File: config.mk
export PLATFORM = sky130hd
export DESIGN_NAME = unsat_clause_selector
export DESIGN_NICKNAME = d
export VERILOG_FILES = /design/src/rtl/unsat_clause_selector.sv
export SDC_FILE = /design/constraint.sdc
export NUM_CORES = 1
export LEC_CHECK = 0
export BUFFER_PORTS_ARGS = -buffer_cell sky130_fd_sc_hd__buf_2
export CAP_MARGIN = 0
export CORE_MARGIN = 3
export CORE_UTILIZATION = 39
export DETAILED_ROUTE_END_ITERATION = 10
export MAX_ROUTING_LAYER = met4
export PLACE_DENSITY = 0.57
export SLEW_MARGIN = 20
export SYNTH_ARGS = -nofsm -noshare
export SYNTH_HDL_FRONTEND = slang
export SYNTH_SLANG_ARGS = --single-unit
File: constraint.sdc
create_clock -name clk -period 5 [get_ports clk]
set_input_delay 0.25 -clock clk [delete_from_list [all_inputs] [get_ports clk]]
set_output_delay 0.25 -clock clk [all_outputs]
set_load 0.05 [all_outputs]
File: src/rtl/unsat_clause_selector.sv
`default_nettype none
// ============================================================================
// Module   : unsat_clause_selector
// Brief    : Buffers unsat clause indices and returns one chosen by a 16-bit
//            Galois LFSR, or reports that none exist.
// Revision : 1.0 - initial release
// ============================================================================
module unsat_clause_selector #(
    parameter int          CLAUSE_IDX_W = 10,
    parameter int          DEPTH        = 64,
    parameter int          AW           = $clog2(DEPTH),
    parameter logic [15:0] LFSR_SEED    = 16'hACE1
) (
    input  logic                    clk,
    input  logic                    rst,
    input  logic                    clear,
    input  logic                    wr_en,
    input  logic [CLAUSE_IDX_W-1:0] wr_clause,
    input  logic                    seed_load,
    input  logic [15:0]             seed_i,
    input  logic                    req,
    output logic                    busy,
    output logic                    sel_valid,
    output logic                    sel_none,
    output logic [CLAUSE_IDX_W-1:0] sel_clause,
    output logic [AW:0]             count,
    output logic                    full,
    output logic                    overflow
);

    localparam logic [AW:0] C_FULL     = (AW+1)'(DEPTH);
    localparam logic [15:0] C_LFSR_TAP = 16'hB400;

    typedef enum logic [1:0] {
        S_IDLE = 2'd0,
        S_PICK = 2'd1,
        S_READ = 2'd2,
        S_RESP = 2'd3
    } state_t;

    state_t                  r_state;
    state_t                  w_state_next;

    logic [CLAUSE_IDX_W-1:0] mem [DEPTH];
    logic [CLAUSE_IDX_W-1:0] r_rdata;
    logic [AW:0]             r_count;
    logic [AW:0]             r_snap;
    logic [AW:0]             r_idx;
    logic [15:0]             r_lfsr;
    logic [15:0]             w_lfsr_next;

    logic                    w_accept;
    logic                    w_idx_sub;
    logic                    w_rd_en;
    logic                    w_load_clause;
    logic                    w_resp_none;
    logic                    w_resp_enter;
    logic                    w_wr_fire;

    assign count       = r_count;
    assign full        = (r_count == C_FULL);
    assign busy        = (r_state != S_IDLE);
    assign sel_valid   = (r_state == S_RESP);
    assign w_wr_fire   = wr_en & ~clear & ~full;
    assign w_lfsr_next = {1'b0, r_lfsr[15:1]} ^ (r_lfsr[0] ? C_LFSR_TAP : 16'h0000);
    assign w_resp_enter = (w_state_next == S_RESP) && (r_state != S_RESP);

    always_ff @(posedge clk or negedge rst) begin
        if (!rst) begin
            r_state <= S_IDLE;
        end else begin
            r_state <= w_state_next;
        end
    end

    always_comb begin
        w_state_next  = r_state;
        w_accept      = 1'b0;
        w_idx_sub     = 1'b0;
        w_rd_en       = 1'b0;
        w_load_clause = 1'b0;
        w_resp_none   = 1'b0;
        case (r_state)
            S_IDLE: begin
                // A clear arriving with the request empties the buffer, so it
                // is answered as the empty case rather than reading stale data.
                if (req) begin
                    if ((r_count == '0) || clear) begin
                        w_state_next = S_RESP;
                        w_resp_none  = 1'b1;
                    end else begin
                        w_state_next = S_PICK;
                        w_accept     = 1'b1;
                    end
                end
            end
            S_PICK: begin
                if (clear) begin
                    w_state_next = S_RESP;
                    w_resp_none  = 1'b1;
                end else if (r_idx >= r_snap) begin
                    w_idx_sub = 1'b1;
                end else begin
                    w_rd_en      = 1'b1;
                    w_state_next = S_READ;
                end
            end
            S_READ: begin
                w_state_next = S_RESP;
                if (clear) begin
                    w_resp_none = 1'b1;
                end else begin
                    w_load_clause = 1'b1;
                end
            end
            S_RESP: begin
                w_state_next = S_IDLE;
            end
            default: begin
                w_state_next = S_IDLE;
            end
        endcase
    end

    always_ff @(posedge clk or negedge rst) begin
        if (!rst) begin
            r_count    <= '0;
            overflow   <= 1'b0;
            r_lfsr     <= LFSR_SEED;
            r_snap     <= '0;
            r_idx      <= '0;
            sel_clause <= '0;
            sel_none   <= 1'b0;
        end else begin
            if (clear) begin
                r_count  <= '0;
                overflow <= 1'b0;
            end else if (wr_en) begin
                if (full) begin
                    overflow <= 1'b1;
                end else begin
                    r_count <= r_count + 1'b1;
                end
            end

            if (seed_load) begin
                r_lfsr <= (seed_i == 16'h0000) ? LFSR_SEED : seed_i;
            end else if (w_accept) begin
                r_lfsr <= w_lfsr_next;
            end

            // Repeated subtraction leaves idx = lfsr[AW-1:0] mod snap.
            if (w_accept) begin
                r_snap <= r_count;
                r_idx  <= {1'b0, r_lfsr[AW-1:0]};
            end else if (w_idx_sub) begin
                r_idx <= r_idx - r_snap;
            end

            if (w_load_clause) begin
                sel_clause <= r_rdata;
            end
            if (w_resp_enter) begin
                sel_none <= w_resp_none;
            end
        end
    end

    // Read address is below snap, so it never aliases the write slot.
    always_ff @(posedge clk) begin
        if (w_wr_fire) begin
            mem[r_count[AW-1:0]] <= wr_clause;
        end
        if (w_rd_en) begin
            r_rdata <= mem[r_idx[AW-1:0]];
        end
    end

endmodule
`default_nettype wire

## Word-level counts from Yosys, hierarchy flattened

Memories as Yosys holds them, arrays and structs flattened. A register that Yosys moved wholly into a read port is not among the register bits.
Index checks and enable logic that the tools add are counted.

- Add/sub/neg operators: 2
- $lt $le $gt $ge: 1
- Equal/unequal tests: 7
- Muxes and demuxes: 34
- Bitwise logic cells: 5
- Reduce and logical (&&, ||, !) cells: 13

Operators with widths:

| operator | count |
|---|---|
| two-way mux 16 bit | 4 |
| two-way mux 7 bit | 5 |
| two-way mux 1 bit | 19 |
| zero test 16 bit | 1 |
| XOR 15 x 16 -> 16 bit | 1 |
| nonzero test 2 bit | 5 |
| two-way mux 2 bit | 4 |
| one-hot mux 2 bit (4 select lines) | 1 |
| adder 7 x 1 -> 7 bit, second input constant | 1 |
| == test 7 bit, second input constant | 1 |
| greater-or-equal comparator 7 bit | 1 |
| zero test 7 bit | 1 |
| subtractor 7 bit | 1 |
| == test 2 bit, second input constant | 3 |
| != test 2 bit, second input constant | 2 |
| AND reduction 2 bit | 2 |
| bitwise AND 1 bit | 2 |
| == test 2 x 1 -> 1 bit, second input constant | 1 |
| zero test 2 bit | 1 |
| inverter 1 bit | 2 |
| one-hot mux 1 bit (2 select lines) | 1 |
| OR reduction 2 bit | 1 |
| logical AND 1 bit | 1 |
| logical OR 1 bit | 1 |

- Register bits after elaboration: 51
- Bits in writable memories: 640
- Output and inout bits: 22
- Logic and storage cells: 71
- Memories kept: 1

Memory list:

| name | depth | width | rd ports | clocked after memory_dff | wr ports | line | text |
|---|---|---|---|---|---|---|---|
| mem | 64 | 10 | 1 | 1 | 1 | 44 | `logic [CLAUSE_IDX_W-1:0] mem [DEPTH];` |

## Logic depth before layout (Yosys ltp)

- Depth in word-level cells: 7
- Mapped depth: 15
- Gate-level depth less buffers: 9

## Least setup slack after synthesis

OpenSTA, ideal clock, no wires.

- Path type: reg2reg
- From: register r_idx[0]
- To: register sel_none
- Setup time: 0.125 ns
- Arrival: 3.013 ns
- Data required time: 4.875 ns
- Setup slack: 1.863 ns
- Cell stages (with the launch flop): 15
- Buffers on the path: 6
- Clock period less this slack: 3.137 ns
- Cells stage by stage: dfrtp_1 > buf_6 > buf_12 > buf_6 > buf_4 > buf_6 > buf_6 > inv_1 > ha_1 > nand2b_1 > a211oi_1 > o31ai_1 > a211o_1 > a311oi_1 > mux2_2

- Longest elaborated chain between the ends: 6

RTL lines:

| what | line | text |
|---|---|---|
| from (decl) | 48 | `logic [AW:0] r_idx;` |
| from (signal assigned) | 155 | `r_idx <= {1'b0, r_lfsr[AW-1:0]};` |
| from (signal assigned) | 157 | `r_idx <= r_idx - r_snap;` |
| greater-or-equal comparator 7 bit | 101 | `end else if (r_idx >= r_snap) begin` |
| two-way mux 2 bit | 101 |  |
| two-way mux 2 bit | 98 | `if (clear) begin` |
| one-hot mux 2 bit (4 select lines) | 83 | `case (r_state)` |
| == test 2 bit | 66 | `assign w_resp_enter = (w_state_next == S_RESP) && (r_state != S_RESP);` |
| logical AND 1 bit | 66 |  |
| to (signal assigned) | 164 | `sel_none <= w_resp_none;` |
| to (decl) | 24 | `output logic sel_none,` |

Every way passes these cells.
A chain may end at the register's enable or synchronous reset.

## Final worst setup path

- From: register r_count[0] (netlist: count[0])
- To: memory mem[21][2], enable pin

- Longest elaborated chain between the ends: 5

RTL lines:

| what | line | text |
|---|---|---|
| from (decl) | 46 | `logic [AW:0] r_count;` |
| from (signal assigned) | 142 | `r_count <= r_count + 1'b1;` |
| == test 7 bit | 61 | `assign full = (r_count == C_FULL);` |
| inverter 1 bit | 64 | `assign w_wr_fire = wr_en & ~clear & ~full;` |
| bitwise AND 1 bit | 64 |  |
| two-way mux 1 bit | 171 | `if (w_wr_fire) begin` |
| two-way mux 1 bit (implied by the code) | 172 | `mem[r_count[AW-1:0]] <= wr_clause;` |
| to (decl) | 44 |  |

Parallel ways exist; a longest one is shown, timed or not.

==> impl_metrics.sql <==
INSERT INTO impl_metrics (metric_group, metric, value, unit) VALUES
('run_status', 'outcome', 'complete, no violations', ''),
('power_and_ir_drop', 'leakage', '10.1', 'nW'),
('worst_setup_path', 'worst_r2r_endpoint', 'mem[21][2]$_DFFE_PP_', ''),
('clocking', 'tritoncts_clock_tree', 'built', ''),
('sta', 'slew_at_the_pin_closest_to_its_max_slew_limit', '1.07', 'ns'),
('sta', 'timing.final.crit_period', '3.57', 'ns'),
('worst_setup_path', 'cp.required', '5.21', 'ns'),
('yosys', 'syn_area', '27900', 'sq um'),
('yosys', 'cell_type_contributing_the_most_total_cell_area_after_synthesis', 'edfxtp_1', ''),
('clocking', 'ctsHtreeMaxLevel', '3', ''),
('worst_setup_path', 'crit_chain', 'inv_1, ha_1, or4b_4, nor2_1, a21bo_2, nor3_1, nand2_1, nor2_1', ''),
('worst_setup_path', 'critPathMaxStageDelay', '0.83', 'ns'),
('clocking', 'post_cts_buffers', '0', ''),
('floorplanning', 'floorplan.initialDensity', '39.6', '%'),
('yosys', 'ys.warnings.count', '0', ''),
('worst_setup_path', 'slowest_stage', 'nor2_1', ''),
('floorplanning', 'die_width', '273', 'um'),
('power_and_ir_drop', 'power.total', '0.0163', 'W'),
('worst_hold_path', 'min_delay_worst_endpoint', 'count[4]$_DFFE_PN0P_', ''),
('worst_setup_path', 'worst_setup_path_start_kind', 'flip-flop', ''),
('yosys', 'ys_async_sr_fraction', '7.28', '%'),
('worst_setup_path', 'critical_path_class', 'flip-flop to flip-flop', ''),
('worst_setup_path', 'worst_setup_ep_type', 'flip-flop', ''),
('routing', 'routed_wire_length_per_instance', '26.5', 'um'),
('routing', 'drc', '0', ''),
('worst_setup_path', 'cpMostUsedCell', 'nor2_1', ''),
('yosys', 'synth_edf_count', '650', ''),
('routing', 'viasPerCell', '5.57', ''),
('clocking', 'root_buffer_master', 'clkbuf_16', ''),
('grt', 'grt_overflow', '0', ''),
('worst_hold_path', 'timing.hold.worst.class', 'input port to flip-flop', ''),
('yosys', 'syn_nets', '1488', ''),
('sta', 'totalNegativeSetupSlack', '0', 'ns'),
('grt', 'grtUsageMet2', '28.6', '%'),
('yosys', 'synth_top_flop_cell', 'edfxtp_1', ''),
('clocking', 'cts_made_buffers', '73', ''),
('yosys', 'post_synth.cell_area_avg', '19.3', 'sq um'),
('grt', 'gr-usage-met3', '3.22', '%'),
('final_layout', 'final_layout_size_suffix_gt1_share', '21.3', '%'),
('placement', 'portBuffers', '53', ''),
('yosys', 'ys_seq_elements', '701', ''),
('sta', 'hold_violations', '0', ''),
('worst_setup_path', 'worst-r2r-setup-slack', '1.43', 'ns'),
('floorplanning', 'dieHeight', '273', 'um'),
('sta', 'max_freq', '280', 'MHz'),
('grt', 'first_global_vias', '14100', ''),
('clocking', 'clk_transition_reported_paths', '0.07', 'ns'),
('routing', 'num_vias', '14100', ''),
('clocking', 'clock-sinks', '701', ''),
('worst_hold_path', 'worst_hold_path.num_cells', '2', ''),
('worst_hold_path', 'hold_path_startpoint', 'clear', ''),
('sta', 'maxSlewHeadroom', '28.8', '%'),
('sta', 'slew_viol_final', '0', ''),
('routing', 'drt_iter0_markers', '1342', ''),
('grt', 'global_route.usage.met1', '25.4', '%'),
('floorplanning', 'placement_row_count', '97', ''),
('routing', 'drt-total-wl', '66900', 'um'),
('placement', 'place.detailed.hpwl', '40400', 'um'),
('yosys', 'synth-seq-area-share', '74.6', '%'),
('yosys', 'post_synth_main_area_contributors', 'edfxtp_1 (70%), mux4_2 (9.5%), dfrtp_1 (3.9%)', ''),
('sta', 'rsz0062_at_grt', 'false', ''),
('final_layout', 'insertedDiodeCount', '0', ''),
('routing', 'ant_nets', '0', ''),
('power_and_ir_drop', 'power-per-cell-area', '517', 'nW/um^2'),
('yosys', 'post_synthesis_cells', '1442', ''),
('routing', 'detailedRoute.firstPassIterationCount', '5', ''),
('flow_run', 'drv.max_cap_violation_count', '0', ''),
('final_layout', 'area.growth.synth_to_final', '13.2', '%'),
('clocking', 'clock_tree.buffer_depth', '3', ''),
('grt', 'gr-max-usage-layer', 'met2', ''),
('floorplanning', 'area_of_the_die', '74700', 'sq um');
## Yosys cell counts (all sizes together), types with 13 or more instances
cell type  number
ha             13
a21oi          18
nor2          111
a211oi         23
nand2          44
o221ai         17
o21ai          27
a22o           17
edfxtp        650
inv            18
buf            51
o22ai          31
nand3          19
mux4          133
clkbuf         27
mux2i          70
dfrtp          43
## repair_timing
| item | CTS | global route |
|---|---|---|
| hold buffers | 19 | 0 |
| resized for setup | 0 | 0 |
| hold endpoints to repair | 62 | 0 |
## sequential cells by signal, summed over array words and instances (netlist names), 2 cells and up
register and count:
count 7, sel_clause 10, mem 640, r_rdata 10
r_lfsr 16, r_state 2, r_idx 7, r_snap 7
## power by group
part           internal (W)  switching (W)
clock network       0.00317        0.00225
registers           0.00661       0.000223
logic               0.00168        0.00236
## how the worst max path moves through the flow
| stage | from | to | slack (ns) | cells past startpoint |
|---|---|---|---|---|
| floorplan | r_idx[0]$_DFFE_PN0P_ | sel_none$_DFFE_PN0P_ | 1.86 | 14 |
| global placement | count[1]$_DFFE_PN0P_ | mem[51][0]$_DFFE_PP_ | 1.59 | 8 |
| detailed placement | count[0]$_DFFE_PN0P_ | mem[52][6]$_DFFE_PP_ | 1.46 | 8 |
| CTS | count[1]$_DFFE_PN0P_ | mem[52][8]$_DFFE_PP_ | 1.47 | 8 |
| global route | count[0]$_DFFE_PN0P_ | mem[20][3]$_DFFE_PP_ | 1.29 | 8 |
| finish | count[0]$_DFFE_PN0P_ | mem[21][2]$_DFFE_PP_ | 1.43 | 8 |
## per-layer routing
layer	routed length, um	share of wire (%)
met5	0	0
met1	29300	44
met4	1550	2.3
met2	32200	48
met3	3880	5.8
## cell usage in the layout (no fill, tap or decap), types with 5 or more instances in the layout
cell	synthesis	routed
nor3_1	6	5
o22a_1	5	5
a211oi_1	23	23
clkinvlp_4	0	8
mux4_1	15	15
a22oi_1	5	5
nand3b_1	7	7
nor2_2	0	5
nand2b_1	5	5
nand2_1	44	44
a31oi_1	8	8
edfxtp_1	650	650
nor4_1	5	5
mux2_2	11	11
or3_1	8	8
buf_2	15	52
nor2_1	111	106
dfstp_2	8	8
nor2b_1	10	9
o22ai_1	31	31
inv_1	17	17
or4_1	8	8
clkinv_2	0	14
mux4_2	118	118
a22o_1	17	17
clkbuf_16	0	75
ha_1	13	13
nand3_1	19	19
dlygate4sd3_1	0	19
o21ai_0	27	27
o221ai_1	17	17
bufinv_16	0	8
clkbuf_1	26	7
buf_4	9	16
dfrtp_1	43	41
xnor2_1	7	7
clkinv_1	0	13
mux2i_1	70	70
a21oi_1	18	18
## critical path, delay by kind of cell (launching register included)
family | cells | cell delay [ns]
fa+ha+maj | 1 | 0.23
buf+inv | 1 | 0.16
flops | 1 | 0.43
compound gates | 1 | 0.27
simple gates | 5 | 2.05
## per-stage QoR
step	util [%]	cell area [sq um]	instances	setup slack (ns)
final	44.8	31600	2528	1.43
after global routing	44.8	31600	2528	1.29
after CTS	44.8	31500	2528	1.47
after detailed placement	41.1	29000	2376	1.46
after global placement	41.1	29000	2376	1.59
after floorplan	-	27900	1442	1.86
## cells by family after synthesis
group           synth area share (%)
compound gates                  4.24
xor+xnor                       0.251
fa+ha+maj                      0.655
flops                           74.6
mux                             13.9
simple gates                    4.03
buf+inv                         2.29
## final cells by class
cell class / count / area (sq um)
fill: 5989 / 38800
sequential: 701 / 20800
multi-input combinational: 645 / 6450
clock buffer: 82 / 1900
tap: 940 / 1180
timing repair buffer: 91 / 651
clock inverter: 51 / 489
inverter: 18 / 67.6
Power figures use the tool's default switching activity.
